==> config.mk <==
export PLATFORM = sky130hd
export DESIGN_NAME = serial_adder_seq
export DESIGN_NICKNAME = d
export VERILOG_FILES = /design/src/rtl/serial_adder_seq.sv
export SDC_FILE = /design/constraint.sdc
export NUM_CORES = 1
export LEC_CHECK = 0
export BUFFER_PORTS_ARGS = -buffer_cell sky130_fd_sc_hd__buf_2
export CAP_MARGIN = 20
export CORE_MARGIN = 5
export CORE_UTILIZATION = 48
export DETAILED_ROUTE_END_ITERATION = 16
export GPL_ROUTABILITY_DRIVEN = 0
export PLACE_DENSITY_LB_ADDON = 0.25
export SYNTH_ARGS = -nofsm -noshare
export SYNTH_HDL_FRONTEND = slang
export SYNTH_SLANG_ARGS = --single-unit
==> constraint.sdc <==
create_clock -name clk -period 1.9 [get_ports clk]
set_clock_uncertainty 0.15 [all_clocks]
set_input_delay 0.38 -clock clk [delete_from_list [all_inputs] [get_ports clk]]
set_output_delay 0.38 -clock clk [all_outputs]
set_load 0.02 [all_outputs]
==> src/rtl/serial_adder_seq.sv <==
// Bit-serial adder: consumes LSB-first operand bit pairs, one full add per
// accepted cycle, and presents the WIDTH-bit sum plus carry-out on a valid/ready port.
module serial_adder_seq #(
    parameter int WIDTH = 8
) (
    input  logic             clk,
    input  logic             rst,
    input  logic             start,
    input  logic             a_bit,
    input  logic             b_bit,
    input  logic             bit_valid,
    output logic [WIDTH-1:0] sum_out,
    output logic             cout,
    output logic             out_valid,
    input  logic             out_ready,
    output logic             busy
);

    localparam int CNT_W = $clog2(WIDTH + 1);
    localparam logic [CNT_W-1:0] LAST_IDX = CNT_W'(WIDTH - 1);

    typedef enum logic [1:0] {
        IDLE  = 2'd0,
        ACCUM = 2'd1,
        HOLD  = 2'd2
    } state_t;

    state_t           state, state_nxt;
    logic [WIDTH-1:0] sum_sr, sum_sr_nxt;
    logic             carry, carry_nxt;
    logic [CNT_W-1:0] cnt, cnt_nxt;
    logic [1:0]       fa;

    // Half-adder cell: {carry, sum}.
    function automatic logic [1:0] half_add(input logic x, input logic y);
        return {x & y, x ^ y};
    endfunction

    // Full add from two half-adder cells; the two carries can never both be set.
    function automatic logic [1:0] full_add(input logic x, input logic y, input logic c);
        logic [1:0] h0;
        logic [1:0] h1;
        h0 = half_add(x, y);
        h1 = half_add(h0[0], c);
        return {h0[1] | h1[1], h1[0]};
    endfunction

    assign fa = full_add(a_bit, b_bit, carry);

    always_comb begin
        state_nxt  = state;
        sum_sr_nxt = sum_sr;
        carry_nxt  = carry;
        cnt_nxt    = cnt;
        case (state)
            IDLE: begin
                if (start) begin
                    sum_sr_nxt = '0;
                    carry_nxt  = 1'b0;
                    cnt_nxt    = '0;
                    state_nxt  = ACCUM;
                end
            end
            ACCUM: begin
                // New sum bit enters the MSB; after WIDTH shifts bit 0 holds the LSB.
                if (bit_valid) begin
                    sum_sr_nxt = {fa[0], sum_sr[WIDTH-1:1]};
                    carry_nxt  = fa[1];
                    cnt_nxt    = cnt + CNT_W'(1);
                    if (cnt == LAST_IDX) begin
                        state_nxt = HOLD;
                    end
                end
            end
            HOLD: begin
                if (out_ready) begin
                    state_nxt = IDLE;
                end
            end
            default: begin
                state_nxt = IDLE;
            end
        endcase
    end

    always_ff @(posedge clk or posedge rst) begin
        if (rst) begin
            state  <= IDLE;
            sum_sr <= '0;
            carry  <= 1'b0;
            cnt    <= '0;
        end else begin
            state  <= state_nxt;
            sum_sr <= sum_sr_nxt;
            carry  <= carry_nxt;
            cnt    <= cnt_nxt;
        end
    end

    // The carry register holds the final carry-out while the result waits in HOLD.
    assign sum_out   = sum_sr;
    assign cout      = carry;
    assign out_valid = (state == HOLD);
    assign busy      = (state != IDLE);

endmodule
* Word-level counts from Yosys, hierarchy flattened
Cells that the tools add are included.
** Operators by class
- Add/sub/neg operators :: 1
- Bitwise gates (word level) :: 5
- Equal/unequal tests :: 7
- Reductions and logical operators :: 5
- Mux-type cells :: 14
** Operators by type and width (count)
- $mux 8 :: 2
- $pmux 8 s2 :: 1
- $mux 2 :: 4
- $mux 4 :: 2
- $pmux 4 s2 :: 1
- $ne 2x2->1 const B :: 3
- $pmux 2 s3 :: 1
- $add 4x1->4 const B :: 1
- $eq 4x3->1 const B :: 1
- $reduce_and 4->1 :: 1
- $reduce_bool 2->1 :: 2
- $reduce_and 3->1 :: 1
- $and 1x1->1 :: 2
- $eq 2x1->1 const B :: 1
- $eq 2x2->1 const B :: 1
- $logic_not 2->1 :: 1
- $mux 1 :: 2
- $ne 2x1->1 const B :: 1
- $pmux 1 s2 :: 1
- $xor 1x1->1 :: 2
- $or 1x1->1 :: 1
** Word-level totals
- Output and inout bits :: 11
- Input port bits :: 7
- Register bits after elaboration :: 15

* Longest topological paths before layout
Gate-level depths: netlist of the first run.
- Depth in word-level cells :: 5
- Gate-level depth with buffers :: 4

* Worst setup path after synthesis of the first run
OpenSTA, ideal clock, no wires.
- Path kind :: reg-to-reg
- Start point :: register cnt[0]
- End point :: register cnt[2]
- Arrival time :: 1.190 ns
- Required time :: 1.629 ns
- Path slack :: 0.439 ns
- Stages on the path, launching flop included :: 5
- Cells stage by stage :: dfrtp_1 -> ha_1 -> nand2_1 -> mux2_2 -> a22o_2
** On the way
- Cells in the longest elaborated chain, start to end :: 3
** RTL lines
- start, declared :: RTL line 31 : logic [CNT_W-1:0] cnt, cnt_nxt;
- start signal, assigned :: RTL line 96 : cnt <= cnt_nxt;
- $add 4x1->4 :: RTL line 69 : cnt_nxt = cnt + CNT_W'(1);
- $mux 4 :: RTL line 66 : if (bit_valid) begin
- $pmux 4 s2 :: RTL line 55 : case (state)
Every way passes these cells. The select of a mux whose other input is x is not followed.
A chain may end at the register's enable or synchronous reset.

* Worst setup path in the final report of the first run
- Start point :: register state[1]
- End point :: output port busy
** On the way
- Cells in the longest elaborated chain, start to end :: 1
** RTL lines
- start, declared :: RTL line 28 : state_t state, state_nxt;
- start signal, assigned :: RTL line 93 : state <= state_nxt;
- $reduce_bool 2->1 :: RTL line 104 : assign busy = (state != IDLE);
- end, declared :: RTL line 16 : output logic busy
Every way passes these cells.

==> metrics.md, run 1 <==
| Metric | Value |
|---|---|
| Status | `complete, no violations` |
| Syn nets | `60` |
| TritonCTS clock tree | `built` |
| Ranking of synthesized cells by area | `dfrtp_1, a22o_1, mux2_2` |
| FF+latch count, synth | `15` |
| Synth top area share | `0.566` |
| Commonest cells after routing, fill and taps aside | `buf_2, dfrtp_1, a22o_1` |
| IO Port Bufs | `17` |
| Clock slew at reported path FFs | `0.09 ns` |
| Inserted Diodes | `0` |
| Synthesized instance count | `51` |
| Data arrival at the endpoint of the critical path | `1.19 ns` |
| Detailed Place HPWL | `864 um` |
| Total clock sinks | `15` |
| Vias | `467` |
| Setup TNS Final | `0 ns` |
| Final Hold Fails | `0` |
| Avg Vias per Cell | `5.49` |
| Fin crit share | `0.904` |
| Drc violations | `0` |
| # H-tree levels | `1` |
| Pwr dens | `1700 mW/mm2` |
| Rows | `13` |
| Initial antenna violation count | `0` |
| Cell Area, Synth | `663 um2` |
| Fin nets | `80` |
| EDFF count, synth | `0` |
| Setup violators final | `0` |
| Drt first pass iters | `4` |
| Cell taking the most area after synthesis | `dfrtp_1` |
| Min-Delay Path Class | `in -> reg` |
| WL per Instance | `14.3 um` |
| Layout area overhead | `18.1%` |
| First-pass GRT wire length | `1900 um` |
| Crit path launch type | `register` |
| Detail Route Antenna Nets | `0` |
| Worst setup path category | `reg -> out` |
| Ys async rst share | `1.00` |
| Clock buffer depth | `2` |
| Largest net degree at the start of global routing | `16` |
| Die Area | `0.00223 mm2` |
| Boundary pin count | `18` |
| Synth cell types | `22` |
| Syn_area_per_cell | `13.0 um2` |
| Clock Tree Root | `clkbuf_4` |
| Core Area | `0.00130 mm2` |
| VDD IR max | `0.000712 V` |
| TritonCTS buffer count | `3` |
| Slew headroom | `0.616` |
| DRT iter0 DRCs | `6` |
| Fmax | `0.582 GHz` |
| Die X | `47.2 um` |
| Starting density of the core | `0.510` |
| GRT Total Usage | `0.128` |
| Top_reg_cell synth | `dfrtp_1` |
| Skew-Pair Late Insertion Delay | `0.28 ns` |
| RR Startpoint | `state[0]` |
| CP Launch Point | `state[1]` |
| Crit path required time | `1.37 ns` |
| Commonest non-fill, non-tap cell in the layout | `buf_2` |
| Fin crit period | `1.72 ns` |
| Crit end category | `output pin` |
| Sequential-to-total area share from yosys stat | `0.566` |
| Vias in the first global route | `421` |
| Layout cell share with drive strength beyond 1 | `0.386` |
| Gr ovfl total | `0` |
| WL final | `1220 um` |
| Pleak | `0.413 nW` |
| Die Y | `47.2 um` |
| Least-Margin Pin Slew | `0.576 ns` |
| Worst Path Max Fanout | `7` |
| Post-CTS Setup Bufs | `0` |
| Max-slew violations | `0` |
| DP Area | `746 um2` |
| Min-delay src | `bit_valid` |
| Max-cap violations | `0` |
| Warnings, synthesis | `0` |
| Unrepaired setup endpoints after global routing | `false` |
| Filler Cell Count | `120` |
| Finished layout cell area | `783 um2` |
cells by family after synthesis:
family          after synthesis  synth area share
mux                           3            0.0491
fa+ha+maj                     2            0.0491
flops                        15             0.566
simple gates                  9            0.0811
compound gates               16             0.206
buf+inv                       6            0.0491
flip-flops by register name (all words and copies together) (netlist names):
signal and flops:
state 2, cnt 4, cout 1, sum_out 8
layout make-up:
cell class,count,area [um2],area share
sequential,15,375,0.479
multi-input combinational,30,255,0.326
timing repair buffer,18,95.1,0.121
clock buffer,3,22.5,0.0288
tap,15,18.8,0.0240
inverter,3,11.3,0.0144
clock inverter,1,5.00,0.00639
Yosys cell counts (2+ instances only):
| master | number |
|---|---|
| dfrtp_1 | 15 |
| a22o_1 | 11 |
| inv_1 | 3 |
| buf_2 | 2 |
| mux2_2 | 2 |
| nor2_1 | 2 |
through the flow:
stage	cells	setup WS (ns)	util	power [mW]	hold slack, ns
global route	85	0.144	0.602	1.43	0.177
global placement	80	0.390	0.573	1.15	0.303
finish	85	0.183	0.602	1.33	0.178
CTS	85	0.171	0.602	1.35	0.180
floorplan	51	0.439	-	1.01	0.131
detailed placement	80	0.379	0.573	1.16	0.312
report_power, final:
group	switching, mW	internal [mW]	total [mW]
registers	0.127	0.464	0.591
logic	0.302	0.259	0.561
clock network	0.104	0.0781	0.182
layer usage:
layer | share of wire | vias to the layer above | GRT usage
met1 | 0.50 | 224 | 0.192
li1 | - | 226 | -
met5 | 0 | - | 0
met4 | 0.024 | 0 | 0.0829
met3 | 0.056 | 4 | 0.0345
met2 | 0.42 | 13 | 0.157
final timing paths:
check,cells past startpoint,slack [ns],end
max,2,0.18,busy
min,2,0.18,state[0]
max reg2reg,3,0.36,cnt[0]
min reg2reg,1,0.37,sum_out[0]
max in group asynchronous,3,0.68,cnt[2]
min in group asynchronous,3,0.54,sum_out[0]
critical path, stage by stage (launching register included):
cell and delay, ns:
dfrtp_1 0.44, or2_2 0.30, buf_2 0.16
repair_timing:
action,CTS,global route
hold buffers,1,0
gates resized for setup,0,0
endpoints found under the hold margin,9,0
No activity file was read; power rests on OpenSTA's default activity.
==> inputs of run 2 (changes only) <==
--- a/config.mk
+++ b/config.mk
@@ -5,7 +5,7 @@
 export SDC_FILE = /design/constraint.sdc
 export NUM_CORES = 1
 export LEC_CHECK = 0
-export BUFFER_PORTS_ARGS = -buffer_cell sky130_fd_sc_hd__buf_2
+export BUFFER_PORTS_ARGS = -buffer_cell sky130_fd_sc_hd__buf_4
 export CAP_MARGIN = 20
 export CORE_MARGIN = 5
 export CORE_UTILIZATION = 48
==> constraint.sdc (replaced) <==
create_clock -name clk -period 1.8 [get_ports clk]
set_clock_uncertainty 0.15 [all_clocks]
set_input_delay 0.36 -clock clk [delete_from_list [all_inputs] [get_ports clk]]
set_output_delay 0.36 -clock clk [all_outputs]
set_load 0.02 [all_outputs]
==> run 2 against run 1 <==
  * Sequential power grew 5.9%
  * Count of clock-buffer cells in the layout grew 1
  * Utilization grew 3.2 points
  * Sequential share of layout area shrank 2.4 points
  * Critical path depth is the same
  * Register-to-register slack lost 0.10 ns
  * Clock power is essentially flat
  * Die area is the same
  * Global-route usage grew 1.1 points
  * Wire length grew 0.33%
==> metrics.md, run 2 (same netlist as run 1, synthesis figures left out) <==
| Metric | Value |
|---|---|
| Avg Vias per Cell | `5.47` |
| Skew-Pair Late Insertion Delay | `0.27 ns` |
| Fin crit period | `1.68 ns` |
| Fmax | `0.595 GHz` |
| # H-tree levels | `1` |
| DP Area | `788 um2` |
| Data arrival at the endpoint of the critical path | `1.17 ns` |
| DRT iter0 DRCs | `4` |
| Final core utilization | `0.634` |
| Drt first pass iters | `2` |
| Net Switching | `554 uW` |
| Commonest cells after routing, fill and taps aside | `buf_4, dfrtp_1, a22o_1` |
| Crit end category | `output pin` |
| Inserted Diodes | `0` |
| Worst Reg-to-Reg Cells | `4` |
| VDD IR max | `0.00103 V` |
| TritonCTS clock tree | `built` |
| Sw Ratio | `0.378` |
| Reg2reg end | `cnt[2]` |
| Min-Delay Path Depth | `2` |
| Min-Delay Path Class | `in -> reg` |
| Slew headroom | `0.635` |
| Rows | `13` |
| TritonCTS buffer count | `3` |
| Int Power | `912 uW` |
| Boundary pin count | `18` |
| Setup violators final | `0` |
| Die Y | `47.2 um` |
| Max FFs per register | `8` |
| Crit path required time | `1.29 ns` |
| Starting density of the core | `0.510` |
| Register-to-register setup slack | `0.26 ns` |
| Die Area | `0.00223 mm2` |
| Crit path launch type | `register` |
| WL final | `1220 um` |
| Clock Tree Root | `clkbuf_4` |
| First-pass GRT wire length | `2140 um` |
| Min-delay src | `bit_valid` |
| Fin crit share | `0.934` |
| Combinational share of power | `0.450` |
| IO Port Bufs | `17` |
| Clock slew at reported path FFs | `0.08 ns` |
| Worst setup path category | `reg -> out` |
| Gr ovfl total | `0` |
| Core Area | `0.00130 mm2` |
| Setup TNS Final | `0 ns` |
| Clk pwr share | `0.123` |
| RR Startpoint | `cnt[0]` |
| Post-CTS Setup Bufs | `0` |
| Vias | `465` |
| Initial antenna violation count | `0` |
| Fin nets | `80` |
| Pleak | `0.419 nW` |
| Worst Path Max Fanout | `7` |
| Commonest non-fill, non-tap cell in the layout | `buf_4` |
| Drc violations | `0` |
| Clock buffer depth | `2` |
| Largest net degree at the start of global routing | `16` |
| Total clock sinks | `15` |
| Max-slew violations | `0` |
| Final Hold Fails | `0` |
| Detailed Place HPWL | `890 um` |
| Sequential share of power | `0.427` |
| Status | `complete, no violations` |
| Post-CTS sizing | `0` |
| Finished layout cell area | `825 um2` |
| Detail Route Antenna Nets | `0` |
| Die X | `47.2 um` |
| WL per Instance | `14.4 um` |
| Max-cap violations | `0` |
| Pwr dens | `1780 mW/mm2` |
| Layout area overhead | `24.3%` |
| Vias in the first global route | `491` |
| Hold Crit Endpoint | `state[0]` |
| Least-Margin Pin Slew | `0.547 ns` |
| Unrepaired setup endpoints after global routing | `false` |
| GRT Total Usage | `0.139` |
| Layout cell share with drive strength beyond 1 | `0.371` |
-- run 2: changes by cell type in the layout (fill, tap and decap cells not counted) --
cell,change
buf_2,-17
buf_4,+17
clkbuf_1,+1
clkinv_2,-1
-- run 2: metrics by stage --
| step | worst slack (ns) | instances | hold slack (ns) | power, mW |
|---|---|---|---|---|
| 6_report | 0.119 | 85 | 0.159 | 1.47 |
| 5_1_grt | 0.0694 | 85 | 0.143 | 1.58 |
| 4_1_cts | 0.118 | 85 | 0.150 | 1.48 |
| 3_5_place_dp | 0.271 | 80 | 0.294 | 1.29 |
| 3_3_place_gp | 0.290 | 80 | 0.293 | 1.28 |
| 2_1_floorplan | 0.339 | 51 | 0.111 | 1.06 |
-- run 2: how the worst max path moves through the flow --
stage | startpoint | end | slack (ns) | cells past startpoint
after floorplan | cnt[0] | cnt[2] | 0.34 | 4
after global placement | cnt[0] | cnt[2] | 0.29 | 4
after detailed placement | state[0] | cnt[0] | 0.27 | 3
after CTS | state[1] | busy | 0.12 | 2
after global routing | state[1] | busy | 0.07 | 2
final | state[1] | busy | 0.12 | 2
-- run 2: metal layers --
layer	track usage	up-vias	wire length (um)
li1	-	227	-
met3	0.0345	2	49
met2	0.225	9	580
met1	0.180	227	579
met5	0	-	0
met4	0.0497	0	11
-- run 2: power groups by stage --
| stage | Clock, mW | Sequential (mW) | Combinational, mW |
|---|---|---|---|
| after CTS | 0.185 | 0.625 | 0.670 |
| after global routing | 0.201 | 0.651 | 0.725 |
| after floorplan | 0 | 0.723 | 0.339 |
| after global placement | 0 | 0.627 | 0.658 |
| final | 0.180 | 0.626 | 0.660 |
| after detailed placement | 0 | 0.627 | 0.666 |
-- run 2: area by class of cell --
| cell class | instances | area (um2) |
|---|---|---|
| sequential | 15 | 375 |
| fill | 112 | 477 |
| multi-input combinational | 30 | 255 |
| inverter | 3 | 11.3 |
| timing repair buffer | 18 | 138 |
| tap | 15 | 18.8 |
| clock buffer | 4 | 26.3 |
-- run 2: critical path, stage by stage (launching register included) --
cell,delay (ns)
dfrtp_1,0.44
or2_2,0.31
buf_4,0.16
-- run 2: timing repair --
action,in CTS,in global routing
endpoints found under the setup margin,0,0
hold buffers,1,0
hold endpoints to repair,7,0
==> inputs of run 3 (changes only) <==
--- a/config.mk
+++ b/config.mk
@@ -5,6 +5,7 @@
 export SDC_FILE = /design/constraint.sdc
 export NUM_CORES = 1
 export LEC_CHECK = 0
+export ABC_CLOCK_PERIOD_IN_PS = 1800
 export BUFFER_PORTS_ARGS = -buffer_cell sky130_fd_sc_hd__buf_4
 export CAP_MARGIN = 20
 export CORE_MARGIN = 5
@@ -12,6 +13,7 @@
 export DETAILED_ROUTE_END_ITERATION = 16
 export GPL_ROUTABILITY_DRIVEN = 0
 export PLACE_DENSITY_LB_ADDON = 0.25
+export RECOVER_POWER = 100
 export SYNTH_ARGS = -nofsm -noshare
 export SYNTH_HDL_FRONTEND = slang
 export SYNTH_SLANG_ARGS = --single-unit
==> run 3 against run 2 <==
  * Wire length decreased by 2.5%
  * Hold slack improved by 0.0042 ns
  * Sequential power decreased by 0.6%
  * Die area unchanged
  * Critical path depth unchanged
  * Critical path type unchanged
  * Largest power group is now registers
==> metrics.md, run 3 (same netlist as run 1, synthesis figures left out) <==
| Metric | Value |
|---|---|
| Status | `complete, no violations` |
| Die Y | `47.2 um` |
| Fin crit period | `1.68 ns` |
| Drt first pass iters | `4` |
| Crit path launch type | `register` |
| Unrepaired setup endpoints after global routing | `false` |
| GR Layer Usage met1 | `0.180` |
| Least-Margin Pin Slew | `0.548 ns` |
| Final Hold Fails | `0` |
| Cells after DPL | `80` |
| Post-CTS sizing | `0` |
| Worst Reg-to-Reg Cells | `4` |
| Vias | `469` |
| Avg Vias per Cell | `5.52` |
| Die X | `47.2 um` |
| GRT Total Usage | `0.139` |
| Rows | `13` |
| Pwr dens | `1750 mW/mm2` |
| TritonCTS clock tree | `built` |
| Total clock sinks | `15` |
| Worst Setup EP | `busy` |
| Clock slew at reported path FFs | `0.08 ns` |
| Gr ovfl total | `0` |
| Int Power | `826 uW` |
| RR Startpoint | `cnt[0]` |
| Commonest non-fill, non-tap cell in the layout | `dfrtp_1` |
| Max FFs per register | `8` |
| Initial antenna violation count | `0` |
| Non-filler cells in the finished layout | `85` |
| Setup TNS Final | `0 ns` |
| Data arrival at the endpoint of the critical path | `1.17 ns` |
| Min-Delay Path Class | `in -> reg` |
| Layout area overhead | `18.3%` |
| Post-CTS Setup Bufs | `0` |
| Die Area | `0.00223 mm2` |
| TritonCTS buffer count | `3` |
| WL final | `1190 um` |
| Setup violators final | `0` |
| Largest net degree at the start of global routing | `16` |
| Detailed Place HPWL | `890 um` |
| Most used routing layer | `met2` |
| Skew-Pair Late Insertion Delay | `0.26 ns` |
| Pleak | `0.382 nW` |
| Detail Route Antenna Nets | `0` |
| Worst setup path category | `reg -> out` |
| Reg area | `375 um2` |
| Max-cap violations | `0` |
| Fin nets | `80` |
| Net Switching | `548 uW` |
| WL per Instance | `14.0 um` |
| Starting density of the core | `0.510` |
| Met2 Use GR | `0.225` |
| Boundary pin count | `18` |
| CP Launch Point | `state[1]` |
| Commonest cells after routing, fill and taps aside | `dfrtp_1, a22o_1, clkbuf_1` |
| Sequential share of power | `0.453` |
| Inserted Diodes | `0` |
| Register-to-register setup slack | `0.26 ns` |
| CTS Hold Bufs | `1` |
| # H-tree levels | `1` |
| Fin crit share | `0.932` |
| Fmax | `0.596 GHz` |
| Core Area | `0.00130 mm2` |
| Worst Path Max Fanout | `7` |
| Slew headroom | `0.634` |
| IO Port Bufs | `17` |
| Crit path required time | `1.29 ns` |
| Crit end category | `output pin` |
| DRT iter0 DRCs | `7` |
| Reg2reg end | `cnt[2]` |
| Filler Cell Count | `130` |
| Clock buffer depth | `2` |
| VDD IR max | `0.000963 V` |
| Layout cell share with drive strength beyond 1 | `0.229` |
| Clock Tree Root | `clkbuf_4` |
| Sw Ratio | `0.399` |
| First-pass GRT wire length | `2140 um` |
| Clk pwr share | `0.130` |
| Max-slew violations | `0` |
| Grt met3 use | `0.0345` |
| Vias in the first global route | `491` |
| Combinational share of power | `0.417` |
| Drc violations | `0` |
| Multi-input gate area | `254 um2` |
[run 3: cell types whose count changed in the layout (fill, tap and decap cells not counted)]
cell	previous run	this run
and3b_1	0	1
and3b_2	1	0
buf_4	17	5
clkbuf_1	1	10
clkbuf_2	0	2
clkbuf_4	3	4
[run 3: worst min-delay path by stage]
stage / slack [ns] / from / depth (start not counted) / end
2_1_floorplan: 0.11 / rst / 1 / cnt[0]
5_1_grt: 0.14 / bit_valid / 2 / state[0]
3_3_place_gp: 0.29 / rst / 2 / state[1]
3_5_place_dp: 0.29 / rst / 2 / sum_out[0]
6_report: 0.16 / bit_valid / 2 / state[0]
4_1_cts: 0.15 / bit_valid / 2 / state[0]
[run 3: layer usage]
metal	part of all wire	routed length, um	vias to the layer above
met5	0	0	-
li1	-	-	228
met3	0.049	58	2
met4	0.0092	11	0
met2	0.47	560	12
met1	0.47	559	227
[run 3: worst max-delay path, cell delays in order, from the launching register on]
cell      delay [ns]
dfrtp_1         0.44
or2_2           0.31
clkbuf_2        0.15
[run 3: final cells by class]
cell class | instances | area share
sequential | 15 | 0.478
multi-input combinational | 30 | 0.324
timing repair buffer | 18 | 0.126
clock buffer | 4 | 0.0335
tap | 15 | 0.0239
inverter | 3 | 0.0144
[run 3: power by group through the flow]
stage	Combinational, mW	Sequential (mW)	Clock, mW
floorplan	0.339	0.723	0
global placement	0.658	0.627	0
finish	0.573	0.622	0.179
CTS	0.670	0.625	0.185
global route	0.638	0.647	0.201
detailed placement	0.666	0.627	0
[run 3: metrics by stage]
step / cell area (um2) / worst slack (ns) / utilization / hold WS [ns] / power (mW)
floorplan: 663 / 0.339 / - / 0.111 / 1.06
global placement: 788 / 0.290 / 0.606 / 0.293 / 1.28
detailed placement: 788 / 0.271 / 0.606 / 0.294 / 1.29
CTS: 825 / 0.118 / 0.634 / 0.150 / 1.48
global route: 785 / 0.0694 / 0.603 / 0.143 / 1.49
finish: 785 / 0.123 / 0.603 / 0.163 / 1.37
